==> config.mk <==
export PLATFORM = sky130hd
export DESIGN_NAME = m_btb_predictor
export DESIGN_NICKNAME = d
export VERILOG_FILES = /design/src/rtl/m_btb_predictor.sv
export SDC_FILE = /design/constraint.sdc
export NUM_CORES = 1
export LEC_CHECK = 0
export BUFFER_PORTS_ARGS = -buffer_cell sky130_fd_sc_hd__clkbuf_2
export CAP_MARGIN = 15
export CORE_MARGIN = 2
export CORE_UTILIZATION = 51
export CTS_BUF_LIST = sky130_fd_sc_hd__clkbuf_16
export DETAILED_ROUTE_END_ITERATION = 10
export PLACE_DENSITY = 0.8
export SKIP_LAST_GASP = 1
export SYNTH_ARGS = -nofsm -noshare
export SYNTH_HDL_FRONTEND = slang
export SYNTH_SLANG_ARGS = --single-unit
==> constraint.sdc <==
create_clock -name w_clk -period 3.3 [get_ports w_clk]
set_input_delay 0.165 -clock w_clk [delete_from_list [all_inputs] [get_ports w_clk]]
set_output_delay 0.165 -clock w_clk [all_outputs]
set_load 0.01 [all_outputs]
==> src/rtl/m_btb_predictor.sv <==
// Fully associative branch target buffer with saturating direction counters
// and true-LRU replacement. Lookup (IF) is combinational on w_paddr; the
// resolved-branch update (EX) is applied at posedge.
// Optional statistics counters are built only when BTB_STATS_EN is defined.
module m_btb_predictor #(
   parameter int ENTRIES = 4,
   parameter int ADDR_W  = 11,
   parameter int CNT_W   = 2
) (
   input  logic              w_clk,
   input  logic              w_rst,
   input  logic [ADDR_W-1:0] w_paddr,
   output logic              w_pre,
   output logic              w_pr,
   output logic [ADDR_W-1:0] w_ptgt,
   input  logic              w_be,
   input  logic [ADDR_W-1:0] w_baddr,
   input  logic              w_br,
   input  logic [ADDR_W-1:0] w_btgt,
   input  logic              w_flush,
   output logic [31:0]       w_stat_upd,
   output logic [31:0]       w_stat_mis
);

   localparam int IDX_W = $clog2(ENTRIES);
   localparam logic [CNT_W-1:0] CNT_MAX = '1;
   // Weakly taken = MSB set, rest clear; weakly not-taken = MSB clear, rest set.
   localparam logic [CNT_W-1:0] CNT_WT  = CNT_W'(1) << (CNT_W - 1);
   localparam logic [CNT_W-1:0] CNT_WNT = CNT_WT - CNT_W'(1);
   localparam logic [IDX_W-1:0] AGE_OLDEST = IDX_W'(ENTRIES - 1);

   logic              valid_q [ENTRIES];
   logic              valid_d [ENTRIES];
   logic [ADDR_W-1:0] tag_q   [ENTRIES];
   logic [ADDR_W-1:0] tag_d   [ENTRIES];
   logic [ADDR_W-1:0] tgt_q   [ENTRIES];
   logic [ADDR_W-1:0] tgt_d   [ENTRIES];
   logic [CNT_W-1:0]  cnt_q   [ENTRIES];
   logic [CNT_W-1:0]  cnt_d   [ENTRIES];
   logic [IDX_W-1:0]  age_q   [ENTRIES];
   logic [IDX_W-1:0]  age_d   [ENTRIES];

   logic              look_hit;
   logic [IDX_W-1:0]  look_idx;
   logic              upd_hit;
   logic [IDX_W-1:0]  hit_idx;
   logic              inv_found;
   logic [IDX_W-1:0]  inv_idx;
   logic [IDX_W-1:0]  lru_idx;
   logic [IDX_W-1:0]  sel_idx;

   // IF-side lookup: tags are unique among valid entries, so at most one hits.
   always_comb begin
      look_hit = 1'b0;
      look_idx = '0;
      for (int i = 0; i < ENTRIES; i++) begin
         if (valid_q[i] && (tag_q[i] == w_paddr)) begin
            look_hit = 1'b1;
            look_idx = IDX_W'(i);
         end
      end
   end

   assign w_pre  = look_hit;
   assign w_pr   = look_hit & cnt_q[look_idx][CNT_W-1];
   assign w_ptgt = look_hit ? tgt_q[look_idx] : '0;

   // EX-side match, lowest-index invalid entry, and oldest entry by age.
   always_comb begin
      upd_hit   = 1'b0;
      hit_idx   = '0;
      inv_found = 1'b0;
      inv_idx   = '0;
      lru_idx   = '0;
      for (int i = 0; i < ENTRIES; i++) begin
         if (valid_q[i] && (tag_q[i] == w_baddr)) begin
            upd_hit = 1'b1;
            hit_idx = IDX_W'(i);
         end
         if (!valid_q[i] && !inv_found) begin
            inv_found = 1'b1;
            inv_idx   = IDX_W'(i);
         end
         if (age_q[i] == AGE_OLDEST) begin
            lru_idx = IDX_W'(i);
         end
      end
   end

   assign sel_idx = upd_hit ? hit_idx : (inv_found ? inv_idx : lru_idx);

   // Next-state of all entries: flush beats update; the touched entry becomes MRU.
   always_comb begin
      for (int i = 0; i < ENTRIES; i++) begin
         valid_d[i] = valid_q[i];
         tag_d[i]   = tag_q[i];
         tgt_d[i]   = tgt_q[i];
         cnt_d[i]   = cnt_q[i];
         age_d[i]   = age_q[i];
      end
      if (w_flush) begin
         for (int i = 0; i < ENTRIES; i++) begin
            valid_d[i] = 1'b0;
         end
      end else if (w_be) begin
         for (int i = 0; i < ENTRIES; i++) begin
            if (IDX_W'(i) == sel_idx) begin
               age_d[i] = '0;
            end else if (age_q[i] < age_q[sel_idx]) begin
               age_d[i] = age_q[i] + IDX_W'(1);
            end
         end
         valid_d[sel_idx] = 1'b1;
         tag_d[sel_idx]   = w_baddr;
         if (upd_hit) begin
            if (w_br) begin
               tgt_d[sel_idx] = w_btgt;
               if (cnt_q[sel_idx] != CNT_MAX) begin
                  cnt_d[sel_idx] = cnt_q[sel_idx] + CNT_W'(1);
               end
            end else if (cnt_q[sel_idx] != '0) begin
               cnt_d[sel_idx] = cnt_q[sel_idx] - CNT_W'(1);
            end
         end else begin
            tgt_d[sel_idx] = w_btgt;
            cnt_d[sel_idx] = w_br ? CNT_WT : CNT_WNT;
         end
      end
   end

   // State register: reset clears valid bits and restores ages to their index.
   always_ff @(posedge w_clk) begin
      if (w_rst) begin
         for (int i = 0; i < ENTRIES; i++) begin
            valid_q[i] <= 1'b0;
            age_q[i]   <= IDX_W'(i);
         end
      end else begin
         for (int i = 0; i < ENTRIES; i++) begin
            valid_q[i] <= valid_d[i];
            tag_q[i]   <= tag_d[i];
            tgt_q[i]   <= tgt_d[i];
            cnt_q[i]   <= cnt_d[i];
            age_q[i]   <= age_d[i];
         end
      end
   end

`ifdef BTB_STATS_EN
   logic        upd_en;
   logic        mis_cond;
   logic [31:0] stat_upd_q;
   logic [31:0] stat_mis_q;

   assign upd_en   = w_be & ~w_flush;
   assign mis_cond = !upd_hit
                  || (cnt_q[hit_idx][CNT_W-1] != w_br)
                  || (w_br && (tgt_q[hit_idx] != w_btgt));

   // Accepted-update and misprediction counters, wrapping at 2^32.
   always_ff @(posedge w_clk) begin
      if (w_rst) begin
         stat_upd_q <= '0;
         stat_mis_q <= '0;
      end else if (upd_en) begin
         stat_upd_q <= stat_upd_q + 32'd1;
         if (mis_cond) begin
            stat_mis_q <= stat_mis_q + 32'd1;
         end
      end
   end

   assign w_stat_upd = stat_upd_q;
   assign w_stat_mis = stat_mis_q;
`else
   assign w_stat_upd = '0;
   assign w_stat_mis = '0;
`endif

endmodule

==> results of run 1 <==
worst paths after layout:
kind	depth (start not counted)	end	start
hold / removal	1	tgt_q[0][0]	w_btgt[0]
hold reg to reg	2	age_q[0][0]	age_q[0][0]
setup / recovery	13	age_q[1][0]	tag_q[2][4]
setup reg to reg	13	age_q[1][0]	tag_q[2][4]
sequential cells by signal, indices dropped and copies added, names as in the netlist:
name / flops
age_q: 8
cnt_q: 8
tag_q: 44
tgt_q: 44
valid_q: 4
area by class of cell:
type / instances / area, um2
Multi-Input combinational cell: 396 / 2540
Sequential cell: 108 / 3120
Clock buffer: 9 / 225
Tap cell: 147 / 184
Timing Repair Buffer: 67 / 378
Inverter: 34 / 128
Clock inverter: 5 / 55.1
Fill cell: 979 / 5280
routing by layer:
layer  wire length [um]  global-route usage [%]  up-vias
li1                   -                       -     1961
met1               5600                    26.1     2056
met2               6710                    37.1      167
met3                704                    4.68       23
met4                341                    8.37        0
met5                  0                       0        -
cells in the mapped netlist (4+ instances only):
cell type  count
a21oi_1       51
nor3b_1        4
xnor2_1       89
nand4_1       28
nor3_1         8
a21o_1        11
nor2_1        25
a211o_1        4
buf_2          8
dfxtp_1       12
inv_1         33
nand3_1        5
ha_1           9
nand2_1       23
o21ai_1       10
mux2i_1        6
clkbuf_1      21
buf_4         64
edfxtp_1      96
buf_6          5
nor2b_1        4
or3_1          9
o21ai_0       11
cells in the final DEF, fill, tap and decap left out, drive strengths merged, types with 3 or more instances in the layout:
| cell type | n |
|---|---|
| edfxtp | 96 |
| xnor2 | 89 |
| conb | 64 |
| clkbuf | 59 |
| a21oi | 51 |
| inv | 37 |
| nand4 | 28 |
| nor2 | 25 |
| nand2 | 24 |
| o21ai | 21 |
| buf | 17 |
| dfxtp | 12 |
| a21o | 11 |
| or3 | 10 |
| ha | 9 |
| nor3 | 9 |
| mux2i | 6 |
| nand3 | 5 |
| a211oi | 5 |
| nor2b | 4 |
| nor3b | 4 |
| a211o | 4 |
| and3 | 3 |
| nand2b | 3 |
| o211ai | 3 |
worst max-delay path: cells and delay by family, from the launching register on:
kind | cells | cell delay, ns
xor+xnor | 1 | 0.26
fa+ha+maj | 1 | 0.28
simple gates | 8 | 1.40
flops | 1 | 0.44
compound gates | 3 | 0.65
where the power goes:
part,total [mW],internal [mW],switching (mW)
registers,1.51,1.50,0.00890
logic,0.229,0.0784,0.151
clock network,1.05,0.580,0.474
total,2.79,2.16,0.634
kinds of logic after synthesis:
family,Yosys count,synth area share (%)
buffers and inverters,132,12.7
AND/OR/NAND/NOR,121,10.4
flip-flops,108,50.6
AO/OA/AOI/OAI,107,10.8
XOR/XNOR,89,12.6
adder cells (fa/ha/maj),9,1.82
multiplexers,6,0.973
other,1,0.0608
through the flow:
| step | setup WS, ns | cells | total power, mW | TNS [ns] |
|---|---|---|---|---|
| 2_1_floorplan | 0.104 | 636 | 1.76 | 0 |
| 3_3_place_gp | 0.157 | 752 | 1.75 | 0 |
| 3_5_place_dp | -0.0580 | 752 | 1.76 | -0.0580 |
| 4_1_cts | -0.000973 | 766 | 2.80 | -0.000973 |
| 5_1_grt | 0.00305 | 766 | 2.88 | 0 |
| 6_report | 0.175 | 766 | 2.79 | 0 |
==> metrics, run 1 <==
Starting DRT DRC Count=~330; post-detailed-route wirelength per cell=roughly 17 um; worst-skew pair later-pin latency=0.35 ns; CP endpoint kind=flip-flop; Remaining Overflow, GRT=0; Layout Utilization=a little under three fifths; worst setup path class=flip-flop to flip-flop; die height=roughly 110 um; clock slew at reported path FFs=about 0.070 ns; CP max-delay cell=edfxtp_1; Yosys warnings=0; worst-path fanout max=5; Seq/Total Area, Yosys=between 50 and 60%; Yosys top cell area share=46.7%; critical path's largest stage delay=0.44 ns; drt pass-1 iters=5; largest net degree at the start of global routing=36; number of synthesized flops with an enable pin=96; n_diodes=0; share of layout cells above drive strength 1=approximately 15%; cells along the critical path=xnor2_1, nand4_1, or3_4, nor2b_1, nor2_2, nand2_1, nand2_1, o21ai_1, ha_1, or2_2, o21ai_2, nand2_1, a211o_1; Required @ worst endpoint=between 3 and 4 ns; final WL=between 10000 and 15000 um; Tcrit/Tclk final=94.7%; Synth area leaders=edfxtp_1 47%, xnor2_1 13%, buf_4 7.8%; Rel. slew slack=between 50% and 60%; Synth cell types=50; All-Layer GR Usage=21.4%; DRT antenna net count=0; CP arrival=about 3.4 ns; hpwl dp=around 9600 um; Initial Utilization=51.8%; Mean Syn Cell Area=10.8 um2; Hold Slack=0.0265 ns; first-pass GRT wire length=21300 um; RSZ-0062 raised after global routing=no; Max Cap Viol=0; Setup Viol. Count Final=0; post-layout minimum cycle time=about 3.1 ns; top cell type by total area after synthesis=edfxtp_1; Setup Fix Bufs, Post-CTS=0; CTS resizes=1; Hold-fix buffers, CTS=0; routed vias=between 4000 and 5000; Top-Level Pins=roughly 120; Die X=approximately 110 um; vias per cell=between 5 and 6; Fin. Hold Viols=0; clock root cell=clkbuf_16; Fin Clk Skew=roughly 0.0075 ns; CTS sink cnt=around 110; R2R Setup Slk=around 0.17 ns; IO buf count=50; P_leak=2.52 nW; area growth from synthesis to layout=7.54%; Main synth FF type=edfxtp_1; H-tree level count=3; Post-layout nets=roughly 660; Synth async-reset ratio=0%; most used cell along the critical path=nand2_1; antenna violations before repair=0; Pwr Density=approximately 420 nW/um2; Hold/Removal Path Class=input pin to flip-flop; Worst setup SP type=flip-flop; status=finished, final reports clean; Slew Viols, Final=0; post-route design area=6640 um2; CTS Buf Count=9; Site Rows=40; core box area=11900 um2; number of global-route vias before repair=between 4000 and 5000; die footprint=between 10000 and 15000 um2; remaining routing DRC violations=0; #FFs+latches synth=108; gpl congestion=between 0.9 and 1; CTS tree=yes; FMAX=around 0.32 GHz; mapped cell area=roughly 6200 um2; Worst VDD drop=0.000319 V; Longest Clk Path Bufs=2; Post-Syn Instances=573; placed cell area=approximately 6300 um2; worst-margin pin slew=0.682 ns
No activity file was read; power rests on OpenSTA's default activity.
==> run 2: changes to the inputs <==
--- a/config.mk
+++ b/config.mk
@@ -7,8 +7,10 @@
 export LEC_CHECK = 0
 export BUFFER_PORTS_ARGS = -buffer_cell sky130_fd_sc_hd__clkbuf_2
 export CAP_MARGIN = 15
+export CELL_PAD_IN_SITES_DETAIL_PLACEMENT = 1
+export CELL_PAD_IN_SITES_GLOBAL_PLACEMENT = 1
 export CORE_MARGIN = 2
-export CORE_UTILIZATION = 51
+export CORE_UTILIZATION = 40
 export CTS_BUF_LIST = sky130_fd_sc_hd__clkbuf_16
 export DETAILED_ROUTE_END_ITERATION = 10
 export PLACE_DENSITY = 0.8
==> metrics, run 2 (synthesized netlist as in run 1, its figures left out) <==
Fin. Hold Viols=0; share of layout cells above drive strength 1=approximately a fifth; H-tree level count=3; drt pass-1 iters=5; R2R Setup Slk=roughly 0.13 ns; Fin Clk Skew=0.0157 ns; hpwl dp=~11000 um; Site Rows=45; Required @ worst endpoint=roughly 3.6 ns; Reg-to-Reg End=age_q[1][0]; n_diodes=0; Longest Clk Path Bufs=2; Max Cap Viol=0; min-delay src=w_btgt[5]; worst setup margin=~0.13 ns; antenna violations before repair=0; worst-skew pair later-pin latency=about 0.37 ns; total chip power=about 2.9 mW; Die X=approximately 130 um; Pwr Density=420 nW/um2; post-layout minimum cycle time=~3.2 ns; pre-CTS setup slack=-0.108 ns; Starting DRT DRC Count=approximately 250; routed vias=about 4300; status=finished, final reports clean; die footprint=between 15000 and 20000 um2; Top-Level Pins=about 120; Hold/Removal Path Class=input pin to flip-flop; gpl congestion=just under 0.9; CP max-delay cell=edfxtp_1; Setup crit start=tag_q[0][2]; commonest non-fill, non-tap cells in the layout=96 x edfxtp_1, 81 x xnor2_1, 64 x conb_1; worst min-delay path endpoint=tgt_q[3][5]; final WL=about 15000 um; final std cells w/o fill=just over 800; vias per cell=~5.2; All-Layer GR Usage=about a fifth; CTS tree=yes; cells along the critical path=xnor2_1, nand4_1, nor3_4, o211a_1, nor2_4, nand2_1, nand2_1, o21ai_0, ha_1, or2_2, o21ai_2, nand2_1, a211o_1; CTS Buf Count=9; FF-to-FF path depth=13; worst reg2reg path startpoint=tag_q[0][2]; Hold-fix buffers, CTS=0; most used cell along the critical path=nand2_1; worst-path fanout max=6; Worst setup SP type=flip-flop; worst-margin pin slew=0.760 ns; hold depth=1; area growth from synthesis to layout=11.3%; CTS sink cnt=108; Tcrit/Tclk final=just under 100%; Worst VDD drop=about 0.00041 V; clock root cell=clkbuf_16; RSZ-0062 raised after global routing=yes; Slew Viols, Final=0; Fin Setup TNS=0 ns; Setup Viol. Count Final=0; Post-layout nets=670; core box area=roughly 15000 um2; Layout Utilization=a little under half; clock slew at reported path FFs=0.08 ns; die height=128 um; remaining routing DRC violations=0; first-pass GRT wire length=23900 um; post-detailed-route wirelength per cell=about 19 um; Hold Slack=0.0234 ns; Top Registers=tag_q (44), tgt_q (44); placed cell area=~6400 um2; CP endpoint kind=flip-flop; P_leak=2.62 nW; FMAX=about 0.32 GHz; Remaining Overflow, GRT=0; IO buf count=50; number of global-route vias before repair=about 4400; critical path's largest stage delay=roughly 0.43 ns; Initial Utilization=between 40% and 50%; placed cells=approximately 800; largest net degree at the start of global routing=36; Rel. slew slack=slightly below 50%; CP arrival=~3.4 ns; worst setup path class=flip-flop to flip-flop; commonest non-fill, non-tap cell in the layout=edfxtp_1; post-route design area=about 6900 um2; DRT antenna net count=0
-- run 2: changes by cell type in the layout (fill, tap and decap cells not counted), moves of 2 or more --
cell	previous run	this run
buf_4	17	24
clkinv_4	0	2
inv_1	35	33
inv_8	0	2
or3_1	8	5
or3_4	2	5
xnor2_1	88	81
xnor2_2	1	8
-- run 2: cell type report --
class | instances | area [um2]
clock inverters | 7 | 83.8
multi-input cells | 396 | 2640
flip-flops and latches | 108 | 3120
inverters | 34 | 128
well taps | 188 | 235
fillers | 1670 | 8280
clock buffers | 9 | 225
repair buffers | 74 | 430
-- run 2: worst max path at each step --
stage                             end  depth (start not counted)  slack (ns)
after floorplan           age_q[1][0]                         14        0.10
after global placement    age_q[1][0]                         13        0.12
after detailed placement  age_q[1][0]                         14       -0.11
after CTS                 age_q[1][1]                         13        0.01
after global routing      age_q[1][0]                         13       -0.03
final                     age_q[1][0]                         13        0.13
-- run 2: power breakdown --
group / internal (mW) / switching (mW)
sequential: 1.50 / 0.00986
combinational: 0.0834 / 0.160
clock: 0.604 / 0.529
total: 2.19 / 0.699
-- run 2: per-layer routing --
metal	global-route usage [%]	vias up	routed length, um
met2	33.4	167	7620
met4	5.56	0	308
met1	23.9	2093	6500
met5	0	-	0
met3	4.92	24	879
li1	-	1987	-
-- run 2: critical path, delay by kind of cell (launching register included) --
family                   cells  cell delay [ns]
flip-flops                   1             0.43
AND/OR/NAND/NOR              7             1.09
AO/OA/AOI/OAI                4             0.98
XOR/XNOR                     1             0.28
adder cells (fa/ha/maj)      1             0.29
-- run 2: what timing repair did --
| item | in CTS | in global routing |
|---|---|---|
| buffers inserted | 0 | 5 |
| pin swaps | 0 | 4 |
| endpoints found under the setup margin | 4 | 19 |
| gates cloned | 0 | 0 |
| gates resized for setup | 5 | 20 |
| endpoints found under the hold margin | 0 | 0 |
==> run 3: changes to the inputs <==
--- a/config.mk
+++ b/config.mk
@@ -13,7 +13,9 @@
 export CORE_UTILIZATION = 40
 export CTS_BUF_LIST = sky130_fd_sc_hd__clkbuf_16
 export DETAILED_ROUTE_END_ITERATION = 10
+export GPL_TIMING_DRIVEN = 0
 export PLACE_DENSITY = 0.8
+export REMOVE_ABC_BUFFERS = 1
 export SKIP_LAST_GASP = 1
 export SYNTH_ARGS = -nofsm -noshare
 export SYNTH_HDL_FRONTEND = slang
==> metrics, run 3 (synthesized netlist as in run 1, its figures left out) <==
status=finished, final reports clean; Worst VDD drop=0.000220 V; Comb pwr share=between 7 and 8%; n_diodes=0; CTS sink cnt=between 100 and 150; cells along the critical path=xnor2_2, nand4_1, or3_4, nand2b_2, nand2_4, nand2_1, nand3_1, o21ai_4, ha_1, or2_2, o21ai_2, nand2_1, a211o_1; Hold Slack=0.0205 ns; antenna violations before repair=0; post-layout minimum cycle time=about 3.3 ns; Hold-fix buffers, CTS=0; Max Cap Viol=0; DRT antenna net count=0; critical path's largest stage delay=0.47 ns; Starting DRT DRC Count=345; largest net degree at the start of global routing=19; CTS tree=yes; post-detailed-route wirelength per cell=roughly 19 um; final WL=around 15000 um; worst-skew pair later-pin latency=roughly 0.36 ns; die footprint=around 16000 um2; gpl congestion=0.920; Post-layout nets=approximately 660; Top-Level Pins=115; Fin. Hold Viols=0; worst setup path class=flip-flop to flip-flop; area growth from synthesis to layout=10.4%; vias per cell=5.29; CP max-delay cell=or3_4; Slew Viols, Final=0; Tcrit/Tclk final=a little over nine tenths; CP arrival=roughly 3.5 ns; Fin Setup TNS=0 ns; switching power=between 0.6 and 0.7 mW; first-pass GRT wire length=23700 um; switch share=between 20% and 30%; Hold/Removal Path Class=input pin to flip-flop; IO buf count=50; Die X=128 um; clock slew at reported path FFs=~0.080 ns; Pwr Density=440 nW/um2; P_leak=~2.5 nW; number of global-route vias before repair=about 4400; Setup Viol. Count Final=0; worst-path fanout max=8; commonest non-fill, non-tap cells in the layout=96 x edfxtp_1, 86 x xnor2_1, 64 x conb_1; most used cell along the critical path=nand2_1; clock root cell=clkbuf_16; total chip power=3.00 mW; Required @ worst endpoint=3.56 ns; CP endpoint kind=flip-flop; Site Rows=45; Longest Clk Path Bufs=2; sequential share of power=50.3%; H-tree level count=3; commonest non-fill, non-tap cell in the layout=edfxtp_1; Rel. slew slack=approximately a third; Worst setup SP type=flip-flop; remaining routing DRC violations=0; hpwl dp=~11000 um; share of layout cells above drive strength 1=around 18%; cell internal pwr=2.32 mW; core box area=15100 um2; die height=between 100 and 150 um; Initial Utilization=between 40% and 50%; FMAX=0.307 GHz; Layout Utilization=between 40% and 50%; Top Registers=tag_q (44), tgt_q (44); Remaining Overflow, GRT=0; worst-margin pin slew=just under 1 ns; RSZ-0062 raised after global routing=yes; routed vias=approximately 4300; Clock power frac=41.8%; drt pass-1 iters=4; CTS Buf Count=9; All-Layer GR Usage=19.0%; Fin Clk Skew=slightly above 0.009 ns
==> run 3: cell count changes in the layout (fill, tap and decap cells not counted), sizes merged <==
cell	previous run	this run
inv	36	34
clkinv	4	2
buf	24	13
bufinv	1	3
clkinvlp	0	2
==> run 3: worst paths after layout <==
path | start | endpoint | slack [ns] | cells past startpoint
worst max-delay path | tag_q[2][9] | age_q[1][0] | 0.04 | 13
worst min register to register | age_q[0][0] | age_q[0][0] | 0.50 | 2
worst max register to register | tag_q[2][9] | age_q[1][0] | 0.04 | 13
worst min-delay path | w_btgt[8] | tgt_q[1][8] | 0.02 | 1
==> run 3: final cells by class <==
cell class	count	area [um2]
clock inverter	7	118
clock buffer	9	225
tap	188	235
fill	1657	8330
multi-input combinational	396	2630
inverter	34	128
timing repair buffer	63	359
sequential	108	3120
==> run 3: power by group through the flow <==
stage,registers [mW],clock network (mW),logic [mW]
4_1_cts,1.51,1.27,0.227
2_1_floorplan,1.54,0,0.132
5_1_grt,1.51,1.31,0.260
3_5_place_dp,1.54,0,0.222
3_3_place_gp,1.54,0,0.212
6_report,1.51,1.25,0.237
==> run 3: timing repair <==
| action | CTS | global route |
|---|---|---|
| setup buffers | 0 | 10 |
| pin swaps | 0 | 6 |
| setup endpoints to repair | 60 | 36 |
| gates resized for setup | 15 | 12 |
==> run 3: worst max-delay path, delay by kind of cell (launching register included) <==
family          cells  cell delay [ns]
flops               1             0.44
xor+xnor            1             0.24
compound gates      3             0.57
fa+ha+maj           1             0.30
simple gates        8             1.59
==> run 3: metal layers <==
layer  GRT usage [%]  wire length (um)
met1            23.4              6120
met2            32.6              7460
met3            3.34               934
met4            8.73               442
met5               0                 0
==> run 3: per-stage QoR <==
| stage | area [um2] | std cells | setup slack, ns |
|---|---|---|---|
| after floorplan | 5750 | 538 | -0.195 |
| after global placement | 6240 | 776 | -1.46 |
| after detailed placement | 6290 | 779 | -0.588 |
| after CTS | 6680 | 795 | -0.146 |
| after global routing | 6820 | 805 | -0.135 |
| final | 6820 | 805 | 0.0424 |
